**src/rtl/button_load_ctrl.sv**
```systemverilog
// Button/switch input stage for the digit latches: synchronize, debounce, capture the
// switch value on each accepted press, and serialize presses into single-cycle loads.
module button_load_ctrl #(
  parameter int unsigned DEBOUNCE_CYCLES = 250000,
  parameter int unsigned CNT_W           = 18
) (
  input  logic       clk,
  input  logic       rst_n,
  input  logic [3:0] button,
  input  logic [3:0] bcd,
  output logic       load_valid,
  output logic [1:0] load_idx,
  output logic [3:0] load_value,
  output logic [3:0] btn_level,
  output logic [7:0] guess_count
);

  localparam logic [CNT_W-1:0] CNT_MAX = CNT_W'(DEBOUNCE_CYCLES - 1);

  logic [3:0]       btn_meta_q, bs_q;
  logic [3:0]       val_meta_q, vs_q;
  logic [CNT_W-1:0] cnt_q [4];
  logic [CNT_W-1:0] cnt_d [4];
  logic [3:0]       level_q, level_d;
  logic [3:0]       level_dly_q;
  logic [3:0]       rise;
  logic [3:0]       val_q [4];
  logic [3:0]       val_d [4];
  logic [3:0]       pend_q, pend_d;
  logic             load_valid_q, load_valid_d;
  logic [1:0]       load_idx_q, load_idx_d;
  logic [3:0]       load_value_q, load_value_d;
  logic [7:0]       guess_count_q, guess_count_d;
  logic             pick_found;
  logic [1:0]       pick_idx;

  // NOTE: sequential state uses non-blocking assignments so every flop samples
  // pre-edge values and simulation matches the synthesized registers.
  always_ff @(posedge clk or negedge rst_n) begin
    if (!rst_n) begin
      btn_meta_q <= '0;
      bs_q       <= '0;
      val_meta_q <= '0;
      vs_q       <= '0;
    end else begin
      btn_meta_q <= button;
      bs_q       <= btn_meta_q;
      val_meta_q <= bcd;
      vs_q       <= val_meta_q;
    end
  end

  // NOTE: every variable gets a default at the top of each always_comb so no
  // path leaves it unassigned, which would otherwise infer a latch.
  always_comb begin
    level_d = level_q;
    for (int i = 0; i < 4; i++) begin
      cnt_d[i] = '0;
      if (bs_q[i] != level_q[i]) begin
        if (cnt_q[i] == CNT_MAX) level_d[i] = bs_q[i];
        else                     cnt_d[i]   = cnt_q[i] + CNT_W'(1);
      end
    end
  end

  // A press is seen one edge after the debounced level rises.
  assign rise = level_q & ~level_dly_q;

  always_comb begin
    pick_found = 1'b0;
    pick_idx   = 2'd0;
    for (int k = 0; k < 4; k++) begin
      if (pend_q[k] && !pick_found) begin
        pick_found = 1'b1;
        pick_idx   = 2'(k);
      end
    end
  end

  always_comb begin
    pend_d        = pend_q;
    val_d         = val_q;
    load_valid_d  = 1'b0;
    load_idx_d    = load_idx_q;
    load_value_d  = load_value_q;
    guess_count_d = guess_count_q;

    if (pick_found) begin
      load_valid_d     = 1'b1;
      load_idx_d       = pick_idx;
      load_value_d     = val_q[pick_idx];
      pend_d[pick_idx] = 1'b0;
      if (guess_count_q != 8'hFF) guess_count_d = guess_count_q + 8'd1;
    end

    // Capture is applied after the grant so a same-edge re-press keeps its pend bit.
    for (int i = 0; i < 4; i++) begin
      if (rise[i]) begin
        val_d[i]  = vs_q;
        pend_d[i] = 1'b1;
      end
    end
  end

  // NOTE: the small captured-value array is reset along with the rest, so a
  // grant can never expose an unknown value after reset.
  always_ff @(posedge clk or negedge rst_n) begin
    if (!rst_n) begin
      for (int i = 0; i < 4; i++) begin
        cnt_q[i] <= '0;
        val_q[i] <= '0;
      end
      level_q       <= '0;
      level_dly_q   <= '0;
      pend_q        <= '0;
      load_valid_q  <= 1'b0;
      load_idx_q    <= '0;
      load_value_q  <= '0;
      guess_count_q <= '0;
    end else begin
      for (int i = 0; i < 4; i++) begin
        cnt_q[i] <= cnt_d[i];
        val_q[i] <= val_d[i];
      end
      level_q       <= level_d;
      level_dly_q   <= level_q;
      pend_q        <= pend_d;
      load_valid_q  <= load_valid_d;
      load_idx_q    <= load_idx_d;
      load_value_q  <= load_value_d;
      guess_count_q <= guess_count_d;
    end
  end

  assign load_valid  = load_valid_q;
  assign load_idx    = load_idx_q;
  assign load_value  = load_value_q;
  assign btn_level   = level_q;
  assign guess_count = guess_count_q;

endmodule

```
**config.mk**
```make
export PLATFORM = sky130hd
export DESIGN_NAME = button_load_ctrl
export DESIGN_NICKNAME = d
export VERILOG_FILES = /design/src/rtl/button_load_ctrl.sv
export SDC_FILE = /design/constraint.sdc
export NUM_CORES = 1
export LEC_CHECK = 0
export ABC_CLOCK_PERIOD_IN_PS = 2850
export CORE_MARGIN = 10
export CORE_UTILIZATION = 60
export CTS_CLUSTER_DIAMETER = 60
export DETAILED_ROUTE_END_ITERATION = 16
export GPL_TIMING_DRIVEN = 1
export PLACE_DENSITY_LB_ADDON = 0.15
export SLEW_MARGIN = 20
export SYNTH_ARGS = -nofsm -noshare
export SYNTH_HDL_FRONTEND = slang
export SYNTH_SLANG_ARGS = --single-unit
```
**constraint.sdc**
```tcl
create_clock -name clk -period 2.85 [get_ports clk]
set_input_delay 0.855 -clock clk [delete_from_list [all_inputs] [get_ports clk]]
set_output_delay 0.855 -clock clk [all_outputs]
set_load 0.05 [all_outputs]
```
==> metrics, run 1 <==
status finished clean; Die ar. between 0.01 and 0.015 mm²; sequential-to-total area share from yosys stat 0.565; Die Y-Extent roughly 120 µm; CTS tree yes; Setup crit end kind output port; Clock Path Buffers 2; row count 35; WL final ~12000 µm; setup ws final around 0.2 ns; Met3 Wirelength 419 µm; Port Buffers 28; buffers and inverters on the worst path 1; # fillers between 600 and 700; Routed met1 length 5090 µm; Post-Syn Instances 530; syn avg cell area about 11 µm²; min-delay worst type in -> async; Die Width around 120 µm; unrepaired setup endpoints after global routing false; first-pass GRT wire length ~21000 µm; r2r endpoint cnt_q[57]; initial antenna violation count 0; Detail Route met2 WL approximately 5900 µm; Routed Antenna Nets 0; arrival time worst endpoint approximately 1.8 ns; library cells used by synthesis 38; syn nets 545; CP delay by family, top buffers and inverters; ANT cells 0; kind of critical path reg -> out; Worst slew margin 0.541; Final Cycle Share 0.930; VDD IR max ~0.5 mV; Slew @ Worst Pin 0.685 ns; Async SR Flop Fraction 1.00; placer congestion estimate 0.873; critical path required time approximately 2 ns; Overflow after GRT 0; most frequent cells in the layout dfrtp_1, nor2_1, xnor2_1; Iteration-0 DRC Markers ~270; CTS Hold Bufs 0; EDFF count, synth 0; cell depth of the worst setup path 1; vias in the first global route around 4300; P_leak between 2 and 3 nW; highest routed layer met4; gr usage total 0.176; Startpoint Class flop; Max Slew Vio Count 0; First-pass DRT Iterations 4; final hold viol count 0; clk_skew 0.00947 ns; layout cell share with drive strength beyond 1 0.110; largest net degree at the start of global routing 48; detailed-route via count just over 4000; setup repair bufs after CTS 0; Worst-Skew Late Latency about 0.52 ns; Place WS 0.667 ns; Avg WL per Cell 16.2 µm; core footprint about 0.0093 mm²; Max Clock Freq between 300 and 400 MHz; Sum Neg Setup Slack 0 ns; final HPWL from detailed placement around 7400 µm; Main synth FF type dfrtp_1; R2R Setup Slk 0.65 ns; worst-path cell chain clkdlybuf4s50_1; CP max-delay cell clkdlybuf4s50_1; starting density of the core 0.623; commonest non-fill, non-tap cell in the layout dfrtp_1; Max FO, Critical Path 5; fin crit period approximately 2.7 ns; clock tree root buffer cell clkbuf_8; clock slew seen by the registers of the worst setup and hold paths ~0.060 ns; path depth of the worst reg2reg path 4; Synthesis Warnings 0; total I/O pin count 29; Max Cap Viol 0; Util after Layout 0.733; total CTS buffers 17; Num Clock Sinks between 100 and 150; nets roughly 600; Residual DRC 0; PostCTS Resize Cnt 0; area grow syn2layout 17.8%; max incr delay on CP about 0.85 ns; vias per inst about 5.8; final setup vio count 0; Post-Synthesis Cell Area between 0.005 and 0.006 mm²; Power Dens Cells about 600 mW/mm²; CTS H-tree lvls 4; Synth Register Bits 131; reg-to-reg startpoint cnt_q[67]
==> worst max path at each step <==
stage	start	endpoint	slack [ns]
after CTS	guess_count[4]	guess_count[4]	0.17
final	guess_count[3]	guess_count[3]	0.20
after detailed placement	cnt_q[67]	cnt_q[57]	0.67
after floorplan	guess_count[0]	guess_count[1]	0.81
after global placement	cnt_q[67]	cnt_q[70]	0.74
after global routing	guess_count[4]	guess_count[4]	0.14
==> layer usage <==
layer / vias up / track usage
met5: - / 0
met3: 12 / 0.0476
met1: 2047 / 0.210
met4: 0 / 0.0618
li1: 1956 / -
met2: 86 / 0.301
==> final cells by class <==
| type | instances | area [µm²] | share of cell area |
|---|---|---|---|
| repair buffers | 34 | 348 | 0.0509 |
| flip-flops and latches | 131 | 3280 | 0.479 |
| clock buffers | 19 | 432 | 0.0631 |
| clock inverters | 13 | 151 | 0.0221 |
| inverters | 12 | 45.0 | 0.00658 |
| well taps | 129 | 161 | 0.0236 |
| multi-input cells | 374 | 2420 | 0.354 |
==> metrics by stage <==
stage	power [mW]	area, µm²	hold WS [ns]	cells
2_1_floorplan	1.98	5810	0.331	530
3_3_place_gp	2.05	6260	0.334	680
3_5_place_dp	2.05	6260	0.336	680
4_1_cts	4.15	6840	0.350	712
5_1_grt	4.27	6840	0.352	712
6_report	4.12	6840	0.345	712
==> flip-flops by register name, summed over array words and instances, names as in the netlist <==
register and cells:
val_q 16, btn_level 4, load_value 4, btn_meta_q 4, level_dly_q 4, load_idx 2
load_valid 1, val_meta_q 4, bs_q 4, pend_q 4, vs_q 4, cnt_q 72
guess_count 8
==> logic make-up after synthesis <==
kind of cell	synth area share
adder cells (fa/ha/maj)	0.0108
AND/OR/NAND/NOR	0.220
multiplexers	0.0407
flip-flops	0.565
XOR/XNOR	0.101
AO/OA/AOI/OAI	0.0450
buffers and inverters	0.0179
==> power breakdown <==
part,switching [mW],internal [mW]
Sequential,0.0240,1.89
Clock,0.823,1.28
Combinational,0.0678,0.0373
==> synthesized netlist by cell type (all sizes together) (3+ instances only) <==
cell type,n,area share
buf,4,0.0043
xor2,25,0.038
mux2,21,0.041
or3,6,0.0065
o41ai,3,0.010
or4,7,0.0097
nor2b,9,0.0097
nand4,25,0.027
nor3,15,0.013
nand2,24,0.016
nor4,21,0.023
clkbuf,9,0.0058
ha,5,0.011
a21oi,16,0.014
nand2b,3,0.0032
nor2,80,0.052
and4,9,0.014
inv,12,0.0078
o31ai,8,0.010
nor3b,4,0.0052
nand3,28,0.024
xnor2,42,0.063
o21ai,6,0.0071
and3,6,0.0065
dfrtp,131,0.56
Note: power is estimated with default switching activity, not from simulation.
==> run 2, diff against run 1 <==
CORE_MARGIN = not set   (was 10)
==> metrics, run 2 (synthesis results as in run 1) <==
status finished clean; Clock Path Buffers 2 (unchanged); CP delay by family, top buffers and inverters; max incr delay on CP 0.83 ns (-0.02 ns); area grow syn2layout 18.3%; layout cell share with drive strength beyond 1 0.113 (+0.00324); Die ar. 0.0101 mm² (-28%); Port Buffers 28 (unchanged); clk_skew 0.00744 ns (-0.00203 ns); FF/Latch Area 0.00328 mm² (unchanged); commonest non-fill, non-tap cell in the layout dfrtp_1; CTS H-tree lvls 4 (unchanged); Worst slew margin 0.553 (+0.0118); Num Clock Sinks 131 (unchanged); clock slew seen by the registers of the worst setup and hold paths 0.06 ns (about the same); Setup crit end kind output port; Max FO, Critical Path 5 (unchanged); Largest register FFs 72 (unchanged); detailed-route via count 4059 (-1.0%); Die Y-Extent 100 µm (-15%); dpl cells 681 (+0.15%); Avg WL per Cell 15.4 µm (-5.4%); row count 35 (unchanged); Iteration-0 DRC Markers 151 (-44%); Place WS 0.662 ns (-0.00444 ns); Max Clock Freq 382 MHz (+1.3%); critical path required time 2.00 ns (about the same); final HPWL from detailed placement 7190 µm (-3.1%); met2 usage 0.400 (+0.0988); Multi-input gate area 0.00242 mm² (unchanged); worst hold slack 0.324 ns (-0.0205 ns); largest net degree at the start of global routing 49 (+2.1%); core footprint 0.00933 mm² (unchanged); first-pass GRT wire length 18500 µm (-11%); gr usage total 0.239 (+0.0628); min-delay worst type in -> async; nets 586 (+0.17%); vias in the first global route 3953 (-7.9%); Overflow after GRT 0 (unchanged); total CTS buffers 17 (unchanged); PostCTS Resize Cnt 0 (unchanged); total I/O pin count 29 (unchanged); vias per inst 5.69 (-1.2%); unrepaired setup endpoints after global routing false; buffers and inverters on the worst path 1 (unchanged); VDD IR max 0.501 mV (-0.46%); First-pass DRT Iterations 5 (+1); setup ws final 0.234 ns (+0.0346 ns); final setup vio count 0 (unchanged); Power Dens Cells 611 mW/mm² (+1.4%); most frequent cells in the layout dfrtp_1, nor2_1, xnor2_1; CP max-delay cell clkdlybuf4s50_1; Max Cap Viol 0 (unchanged); # fillers 634 (-3.8%); Cell Count, Final, Fillers Out 713 (+0.14%); Slew @ Worst Pin 0.667 ns (-0.0177 ns); placer congestion estimate 0.874 (+0.15%); starting density of the core 0.623 (unchanged); worst-path cell chain clkdlybuf4s50_1; initial antenna violation count 0 (unchanged); reg-to-reg startpoint cnt_q[67]; clock tree root buffer cell clkbuf_8; arrival time worst endpoint 1.76 ns (-0.04 ns); CTS tree yes; Sum Neg Setup Slack 0 ns (unchanged); most flop-heavy register cnt_q; Die Width 100 µm (-15%); Residual DRC 0 (unchanged); fin crit period 2.62 ns (-0.0346 ns); GR peak layer met2; Final Cycle Share 0.918 (-0.0122); kind of critical path reg -> out; Routed Antenna Nets 0 (unchanged); P_leak 2.97 nW (+0.69%); final hold viol count 0 (unchanged); M3 GR Usage 0.0550 (+0.00742); ANT cells 0 (unchanged); Util after Layout 0.736 (+0.00309); Startpoint Class flop; met1 GRT Util 0.305 (+0.0946); Max Slew Vio Count 0 (unchanged); Critical path origin btn_level[1]; CTS Hold Bufs 0 (unchanged); setup repair bufs after CTS 0 (unchanged); WL final 10900 µm (-5.3%); Worst-Skew Late Latency 0.51 ns (about the same)
[run 2: final cells by class]
class,count,share of cell area
clock buffers,18,0.0623
clock inverters,14,0.0257
inverters,12,0.00656
multi-input cells,374,0.353
flip-flops and latches,131,0.477
well taps,129,0.0235
repair buffers,35,0.0517
[run 2: worst paths after layout]
kind | end | slack, ns | cells after the start
hold reg to reg | bs_q[3] | 0.35 | 0
min in group clk | bs_q[3] | 0.35 | 0
max in group asynchronous | cnt_q[36] | 1.89 | 2
hold / removal | cnt_q[32] | 0.32 | 1
setup / recovery | btn_level[1] | 0.23 | 1
setup reg to reg | cnt_q[59] | 0.65 | 4
[run 2: power breakdown]
| group | total [mW] | switching (mW) | internal (mW) | leakage [nW] |
|---|---|---|---|---|
| logic | 0.106 | 0.0678 | 0.0381 | 0.891 |
| registers | 1.91 | 0.0241 | 1.89 | 1.78 |
| clock network | 2.18 | 0.813 | 1.37 | 0.293 |
[run 2: per-stage QoR]
| stage | cell area (µm²) | power (mW) |
|---|---|---|
| after floorplan | 5810 | 1.98 |
| after global placement | 6260 | 2.05 |
| after detailed placement | 6260 | 2.05 |
| after CTS | 6870 | 4.24 |
| after global routing | 6870 | 4.34 |
| final | 6870 | 4.20 |
[run 2: routing by layer]
metal | part of all wire | wire [µm]
met5 | 0 | 0
met4 | 0.013 | 146
met3 | 0.029 | 320
met2 | 0.51 | 5530
met1 | 0.45 | 4950
